--- src/rtl/keypad_scan_ctrl.sv ---
// keypad_scan_ctrl
// Scan controller for a 4x4 active-low key matrix. Columns are driven one at
// a time, rows are synchronised and debounced on both press and release, and
// each accepted key becomes one coded event in a single-entry valid/ready
// buffer.
//
// Parameters:
//   COL_DWELL     cycles each column is driven while scanning (>= 3)
//   DEBOUNCE_CYC  consecutive stable cycles to accept a press or release (>= 1)
//   REPEAT_DELAY  hold cycles before the first auto-repeat (repeat build only)
//   REPEAT_PERIOD cycles between later auto-repeats (repeat build only)
//
// Ports:
//   clk           system clock
//   reset         asynchronous, active-low reset
//   key_row[3:0]  raw matrix rows, active-low, asynchronous to clk
//   key_col[3:0]  column drives, active-low, bit i drives column i
//   key_valid     event buffer holds an event
//   key_code[3:0] event code = row_index*4 + col_index
//   key_ready     consumer takes the event when key_valid & key_ready
//   key_down      a debounced key is currently held
//   key_overflow  one-cycle pulse when an event is dropped (buffer full)
//
// Build option: define KEYPAD_REPEAT_EN to generate auto-repeat events while
// a key is held. Without it exactly one event is produced per press.
module keypad_scan_ctrl #(
  parameter int COL_DWELL     = 1000,
  parameter int DEBOUNCE_CYC  = 330000,
  parameter int REPEAT_DELAY  = 16500000,
  parameter int REPEAT_PERIOD = 3300000
) (
  input  logic       clk,
  input  logic       reset,
  input  logic [3:0] key_row,
  output logic [3:0] key_col,
  output logic       key_valid,
  output logic [3:0] key_code,
  input  logic       key_ready,
  output logic       key_down,
  output logic       key_overflow
);

  localparam logic [2:0] IDLE     = 3'd0;
  localparam logic [2:0] SCAN     = 3'd1;
  localparam logic [2:0] DEBOUNCE = 3'd2;
  localparam logic [2:0] PRESSED  = 3'd3;
  localparam logic [2:0] RELEASE  = 3'd4;

  // One counter serves the scan dwell and both debounce phases.
  localparam int CNT_MAX = (COL_DWELL > DEBOUNCE_CYC) ? COL_DWELL : DEBOUNCE_CYC;
  localparam int CW      = $clog2(CNT_MAX + 1);
  localparam logic [CW-1:0] DWELL_LAST = CW'(COL_DWELL - 1);
  localparam logic [CW-1:0] DB_LAST    = CW'(DEBOUNCE_CYC - 1);

  if (COL_DWELL < 3) begin : g_bad_dwell
    $error("keypad_scan_ctrl: COL_DWELL must be at least 3");
  end
  if (DEBOUNCE_CYC < 1) begin : g_bad_debounce
    $error("keypad_scan_ctrl: DEBOUNCE_CYC must be at least 1");
  end
  if (REPEAT_DELAY < 1 || REPEAT_PERIOD < 1) begin : g_bad_repeat
    $error("keypad_scan_ctrl: REPEAT_DELAY and REPEAT_PERIOD must be at least 1");
  end

  logic [3:0]    row_m;
  logic [3:0]    row_s;
  logic [3:0]    row_l;
  logic [2:0]    state;
  logic [1:0]    col;
  logic [CW-1:0] cnt;
  logic [1:0]    row_idx;
  logic          row_hit;
  logic          row_match;
  logic          push_db;
  logic          push;
  logic          pop;
  logic [3:0]    push_code;

  function automatic logic [3:0] col_drive(input logic [1:0] c);
    return ~(4'b0001 << c);
  endfunction

  // Two-flop synchroniser; idle level is all rows high.
  always_ff @(posedge clk or negedge reset) begin
    if (!reset) begin
      row_m <= '1;
      row_s <= '1;
    end else begin
      row_m <= key_row;
      row_s <= row_m;
    end
  end

  assign row_hit   = (row_s != 4'hF);
  assign row_match = (row_s == row_l);

  // Lowest low row wins when several keys share the latched column.
  always_comb begin
    row_idx = 2'd3;
    if (!row_l[0])      row_idx = 2'd0;
    else if (!row_l[1]) row_idx = 2'd1;
    else if (!row_l[2]) row_idx = 2'd2;
  end

  assign push_code = {row_idx, col};
  assign push_db   = (state == DEBOUNCE) && row_match && (cnt == DB_LAST);

  always_ff @(posedge clk or negedge reset) begin
    if (!reset) begin
      state    <= IDLE;
      col      <= '0;
      cnt      <= '0;
      row_l    <= '1;
      key_col  <= '0;
      key_down <= 1'b0;
    end else begin
      case (state)
        IDLE: begin
          if (row_hit) begin
            state   <= SCAN;
            col     <= 2'd0;
            cnt     <= '0;
            key_col <= col_drive(2'd0);
          end
        end
        SCAN: begin
          if (cnt == DWELL_LAST) begin
            cnt <= '0;
            if (row_hit) begin
              state <= DEBOUNCE;
              row_l <= row_s;
            end else if (col == 2'd3) begin
              state   <= IDLE;
              key_col <= '0;
            end else begin
              col     <= col + 2'd1;
              key_col <= col_drive(col + 2'd1);
            end
          end else begin
            cnt <= cnt + 1'b1;
          end
        end
        DEBOUNCE: begin
          if (!row_match) begin
            state   <= IDLE;
            cnt     <= '0;
            key_col <= '0;
          end else if (cnt == DB_LAST) begin
            state    <= PRESSED;
            cnt      <= '0;
            key_down <= 1'b1;
          end else begin
            cnt <= cnt + 1'b1;
          end
        end
        PRESSED: begin
          if (!row_hit) begin
            state <= RELEASE;
            cnt   <= '0;
          end
        end
        RELEASE: begin
          if (row_hit) begin
            state <= PRESSED;
            cnt   <= '0;
          end else if (cnt == DB_LAST) begin
            state    <= IDLE;
            cnt      <= '0;
            key_col  <= '0;
            key_down <= 1'b0;
          end else begin
            cnt <= cnt + 1'b1;
          end
        end
        default: begin
          state    <= IDLE;
          col      <= '0;
          cnt      <= '0;
          key_col  <= '0;
          key_down <= 1'b0;
        end
      endcase
    end
  end

`ifdef KEYPAD_REPEAT_EN
  localparam int HOLD_MAX = (REPEAT_DELAY > REPEAT_PERIOD) ? REPEAT_DELAY : REPEAT_PERIOD;
  localparam int HW       = $clog2(HOLD_MAX + 1);
  localparam logic [HW-1:0] DELAY_LAST  = HW'(REPEAT_DELAY - 1);
  localparam logic [HW-1:0] PERIOD_LAST = HW'(REPEAT_PERIOD - 1);

  logic [HW-1:0] hold_cnt;
  logic          hold_first;
  logic          push_rep;

  // hold_first selects the initial delay until the first repeat has fired.
  assign push_rep = (state == PRESSED) && row_hit &&
                    (hold_cnt == (hold_first ? DELAY_LAST : PERIOD_LAST));

  always_ff @(posedge clk or negedge reset) begin
    if (!reset) begin
      hold_cnt   <= '0;
      hold_first <= 1'b1;
    end else if (push_db) begin
      hold_cnt   <= '0;
      hold_first <= 1'b1;
    end else if (state == PRESSED && row_hit) begin
      if (push_rep) begin
        hold_cnt   <= '0;
        hold_first <= 1'b0;
      end else begin
        hold_cnt <= hold_cnt + 1'b1;
      end
    end else begin
      hold_cnt <= '0;
    end
  end

  assign push = push_db | push_rep;
`else
  assign push = push_db;
`endif

  // Single-entry event buffer: a push with a simultaneous pop replaces the
  // entry; a push into a full buffer without a pop is dropped.
  assign pop = key_valid & key_ready;

  always_ff @(posedge clk or negedge reset) begin
    if (!reset) begin
      key_valid    <= 1'b0;
      key_code     <= '0;
      key_overflow <= 1'b0;
    end else begin
      key_overflow <= push & key_valid & ~key_ready;
      if (push && (!key_valid || key_ready)) begin
        key_valid <= 1'b1;
        key_code  <= push_code;
      end else if (pop) begin
        key_valid <= 1'b0;
      end
    end
  end

endmodule

--- config.mk ---
export PLATFORM = sky130hd
export DESIGN_NAME = keypad_scan_ctrl
export DESIGN_NICKNAME = d
export VERILOG_FILES = /design/src/rtl/keypad_scan_ctrl.sv
export SDC_FILE = /design/constraint.sdc
export NUM_CORES = 1
export LEC_CHECK = 0
export CAP_MARGIN = 40
export CORE_MARGIN = 4
export CORE_UTILIZATION = 55
export CTS_CLUSTER_SIZE = 16
export DETAILED_ROUTE_END_ITERATION = 6
export PLACE_DENSITY = 0.76
export SLEW_MARGIN = 10
export SYNTH_ARGS = -nofsm -noshare
export SYNTH_HDL_FRONTEND = slang
export SYNTH_SLANG_ARGS = --single-unit
--- constraint.sdc ---
create_clock -name clk -period 2.9 [get_ports clk]
set_clock_uncertainty 0.1 [all_clocks]
set_input_delay 0.58 -clock clk [delete_from_list [all_inputs] [get_ports clk]]
set_output_delay 0.58 -clock clk [all_outputs]
set_load 0.005 [all_outputs]
== Word-level counts from Yosys, hierarchy flattened ==
Cells that the tools add are included.

* Register bits after elaboration: 47
* Output and inout bits: 11
* Logic and storage cells: 99

* $add $sub $neg: 2
* Equality and inequality tests: 22
* Shift-type cells: 1
* Multiplexer cells: 40
* Bitwise operators: 8
* Reduce and logical (&&, ||, !) cells: 15

{| class="wikitable"
|+ Operator list
! cell !! count
|-
| $mux W19 || 6
|-
| $pmux W19 S5 || 1
|-
| $mux W4 || 7
|-
| $mux W3 || 9
|-
| $pmux W4 S5 || 1
|-
| $add A19 B1 Y19 const B || 1
|-
| $eq A19 B10 Y1 const B || 1
|-
| $eq A19 B19 Y1 const B || 1
|-
| $ne A2 B2 Y1 const B || 9
|-
| $pmux W3 S5 || 1
|-
| $mux W2 || 6
|-
| $reduce_and A5 Y1 || 2
|-
| $mux W1 || 7
|-
| $reduce_and A7 Y1 || 1
|-
| $eq A3 B2 Y1 const B || 2
|-
| $ne A3 B3 Y1 const B || 2
|-
| $pmux W2 S3 || 1
|-
| $reduce_and A6 Y1 || 1
|-
| $reduce_or A3 Y1 || 2
|-
| $eq A4 B4 Y1 || 1
|-
| $ne A4 B4 Y1 const B || 1
|-
| $not A1 Y1 || 4
|-
| $not A4 Y4 || 1
|-
| $shl A1 B2 Y4 const A || 1
|-
| 15 further kinds || 19
|}

== Depth between registers and ports, before layout ==
* Depth after elaboration: 7
* Depth in mapped cells: 8
* Gate-level depth less buffers: 7

== Least setup slack after synthesis ==
Ideal clock, no wire load.

* Path type: reg2reg
* Start: reg cnt[12]
* End: reg key_col[0]
* Arrival: 2,218 ps
* Data required time: 2,675 ps
* Slack: 457 ps
* Stages on the path, launching flop included: 7
* Period minus slack after synthesis: 2,443 ps
* Path through: dfrtp_1 -> nor4_2 -> nand2_1 -> or4_4 -> nor2b_4 -> nor4_4 -> mux2_2

* Longest elaborated chain between the ends: 3

{| class="wikitable"
|+ RTL lines
! element !! line !! RTL
|-
| start, declared || 70 || <nowiki>logic [CW-1:0] cnt;</nowiki>
|-
| start signal, assigned || 140 || <nowiki>cnt <= cnt + 1'b1;</nowiki>
|-
| start signal, assigned || 153 || <nowiki>cnt <= cnt + 1'b1;</nowiki>
|-
| start signal, assigned || 172 || <nowiki>cnt <= cnt + 1'b1;</nowiki>
|-
| $eq A19 B10 Y1 or $eq A19 B19 Y1 (tied branches) || 127, 166 ||
|-
| $ne A2 B2 Y1 (no line) || -- ||
|-
| $reduce_and A7 Y1 (no line) (*) || -- ||
|-
| end signal, assigned || 123 || <nowiki>key_col <= col_drive(2'd0);</nowiki>
|-
| end signal, assigned || 137 || <nowiki>key_col <= col_drive(col + 2'd1);</nowiki>
|-
| end, declared || 35 || <nowiki>output logic [3:0] key_col,</nowiki>
|}

Mark *: on every way between the ends. The rest lies on a longest branch, timed or not.
A chain may end at the register's enable or synchronous reset.

== Worst setup path after layout ==
Same ends and word-level chain as after synthesis.

==> qor.yml <==
first_pass_iters: 4
cp_num_buf_inv: 0
avgSynthCellArea_um2: 9.878
synth_area_um2: 2440
clock_path_buffers: 2
final_nets: 280
cts_tree: "yes"
outcome: "finished clean"
start_util_pct: 58.88
grt_max_degree: 32
cp.required_ps: 3000
synth_area_leaders: "dfrtp_1 36%, dfstp_2 13%, o21ai_0 6.8%"
via_per_inst: 6.038
crit_chain: "nor4_2, nand2_1, or4_4, nor2b_4, nor4_4, mux2_2"
crit_type: "reg -> reg"
async_flop_share_pct: 100.0
max_stage_delay_ps: 580
die_w_um: 74.61
cts_hold_buf: 0
area_growth_syn_to_layout_pct: 12.26
grt_pass1_vias: 1774
rsz0062_at_grt: "no"
diodes: 0
ys_seq_elements: 47
worstPathArrival_ps: 2700
syn_nets: 258
path_clk_slew_ps: 90
post-cts-setup-buffer-count: 0
worstSetupEndpointType: "flop"
clk_latency_ps: 310
drc: 0
setup_tns_ps: 0
holdWs_ps: 71.15
grt.total_usage_pct: 19.35
wl_um: 4844
fin_cells: 320
place_hpwl_um: 3480
slew_headroom_pct: 62.61
core_um2: 4144
cts_buffers: 5
cts-root-buf: "clkbuf_8"
synth.most_common_cell: "dfrtp_1"
crit_path_start_kind: "flop"
die_h_um: 74.61
ios: 18
synth_common_cells: "35 x dfrtp_1, 33 x o21ai_0, 25 x nand2_1"
dp.cells: 312
port_buffers: 17
gp_congestion: 0.9481
synth_edf_count: 0
tightest_slew_ps: 555.7
wl_per_cell_um: 15.14
finalCritPeriodShare_pct: 89.83
postSynthCellCount: 247
finalSetupViolCount: 0
max_freq_mhz: 383.9
grt_pass1_wl_um: 8162
drv_cap: 0
cts.sinks: 47
cp_slowest_cell: "or4_4"
path_max_fanout: 6
ir_worst_vdd_uv: 362.2
fin_crit_ps: 2605
n_fill_cell: 341
finalHoldViolCount: 0
row_count: 23
vias: 1932
final_util_pct: 66.09
seq_area_frac_synth_pct: 48.82
p_leak_nw: 1.172
yosysWarnings: 0
synth-main-ff-cell: "dfrtp_1"
yosysTopAreaCell: "dfrtp_1"
drtIter0Drc: 184
yosys.area.top_type_share_pct: 35.90
htree_levels: 2
cts.repair.resized: 0
drive_above_1_share_pct: 16.67
powerDensity_nw_per_um2: 400.5
dieArea_um2: 5566
holdCritPathClass: "in -> async"
postRouteAntennaNets: 0
synth_cell_type_count: 46
grt_antenna_before_repair: 0
overflow: 0
path_delay_family: "simple AND/OR/NAND/NOR gates"
final_max_slew_viol_count: 0
[through the flow]
stage               power, mW  instance area (um^2)  setup WS (ps)
floorplan              0.6867                  2440          457.1
global placement       0.7101                  2651          357.2
detailed placement     0.7109                  2651          323.8
CTS                     1.104                  2739          300.6
global route            1.137                  2739          138.9
finish                  1.097                  2739          295.0
[registers in the layout, indices dropped and copies added, names as in the netlist, 2 cells and up]
name and count:
col 2, key_col 4, state 3, cnt 19, row_s 4, row_l 4, row_m 4, key_code 4
[cells by family after synthesis]
kind of cell,Yosys count,share of synthesized area [%]
AND/OR/NAND/NOR,103,23.03
AO/OA/AOI/OAI,55,13.85
flip-flops,47,48.82
buffers and inverters,19,4.205
multiplexers,15,6.616
XOR/XNOR,4,1.436
adder cells (fa/ha/maj),4,2.051
[layer usage]
layer	part of all wire (%)	global-route usage (%)	wire length, um
met5	0	0	0
met4	2.1	8.103	102
met3	4.9	5.405	238
met2	46	27.80	2210
met1	47	27.51	2293
[report_power, final]
group | leakage, nW | internal (mW) | switching [mW]
registers | 0.573 | 0.665 | 0.00407
clock network | 0.0483 | 0.170 | 0.230
logic | 0.551 | 0.0107 | 0.0171
[path summary, 6_finish.rpt]
check	from	to	slack [ps]	cells after the start
hold reg to reg	row_m[2]$_DFF_PN1_	row_s[2]$_DFF_PN1_	260	0
min in group clk	row_m[2]$_DFF_PN1_	row_s[2]$_DFF_PN1_	260	0
hold / removal	reset	cnt[17]$_DFFE_PN0P_	70	1
setup / recovery	cnt[12]$_DFFE_PN0P_	key_col[0]$_DFFE_PN0P_	300	6
setup reg to reg	cnt[12]$_DFFE_PN0P_	key_col[0]$_DFFE_PN0P_	300	6
max in group asynchronous	reset	row_l[1]$_DFFE_PN1P_	1870	2
[cell usage in the layout, fill, tap and decap left out, types with 2 or more instances in the layout]
cell,n
clkdlybuf4s50_1,16
nand2_1,25
inv_1,11
a21oi_1,5
o32ai_1,2
mux2_2,9
nand3_1,14
clkinv_2,2
o21ai_0,33
or4_1,5
nor3_1,5
and3_1,3
a211o_1,2
a211oi_1,2
nand4_1,5
mux2i_1,6
or2_2,2
dfstp_2,12
or3_1,11
buf_4,6
nor4_1,5
clkbuf_8,5
nor2_1,18
o2bb2ai_1,2
xor2_1,4
dfrtp_1,35
ha_1,4
a21o_1,2
[area by class of cell]
class / count / area, um^2 / area share [%]
inverter: 11 / 41.29 / 1.508
timing repair buffer: 23 / 210.2 / 7.675
clock inverter: 3 / 18.77 / 0.6852
sequential: 47 / 1191 / 43.49
clock buffer: 5 / 68.82 / 2.513
tap: 50 / 62.56 / 2.284
multi-input combinational: 181 / 1146 / 41.85
(Power assumes the default switching activity.)
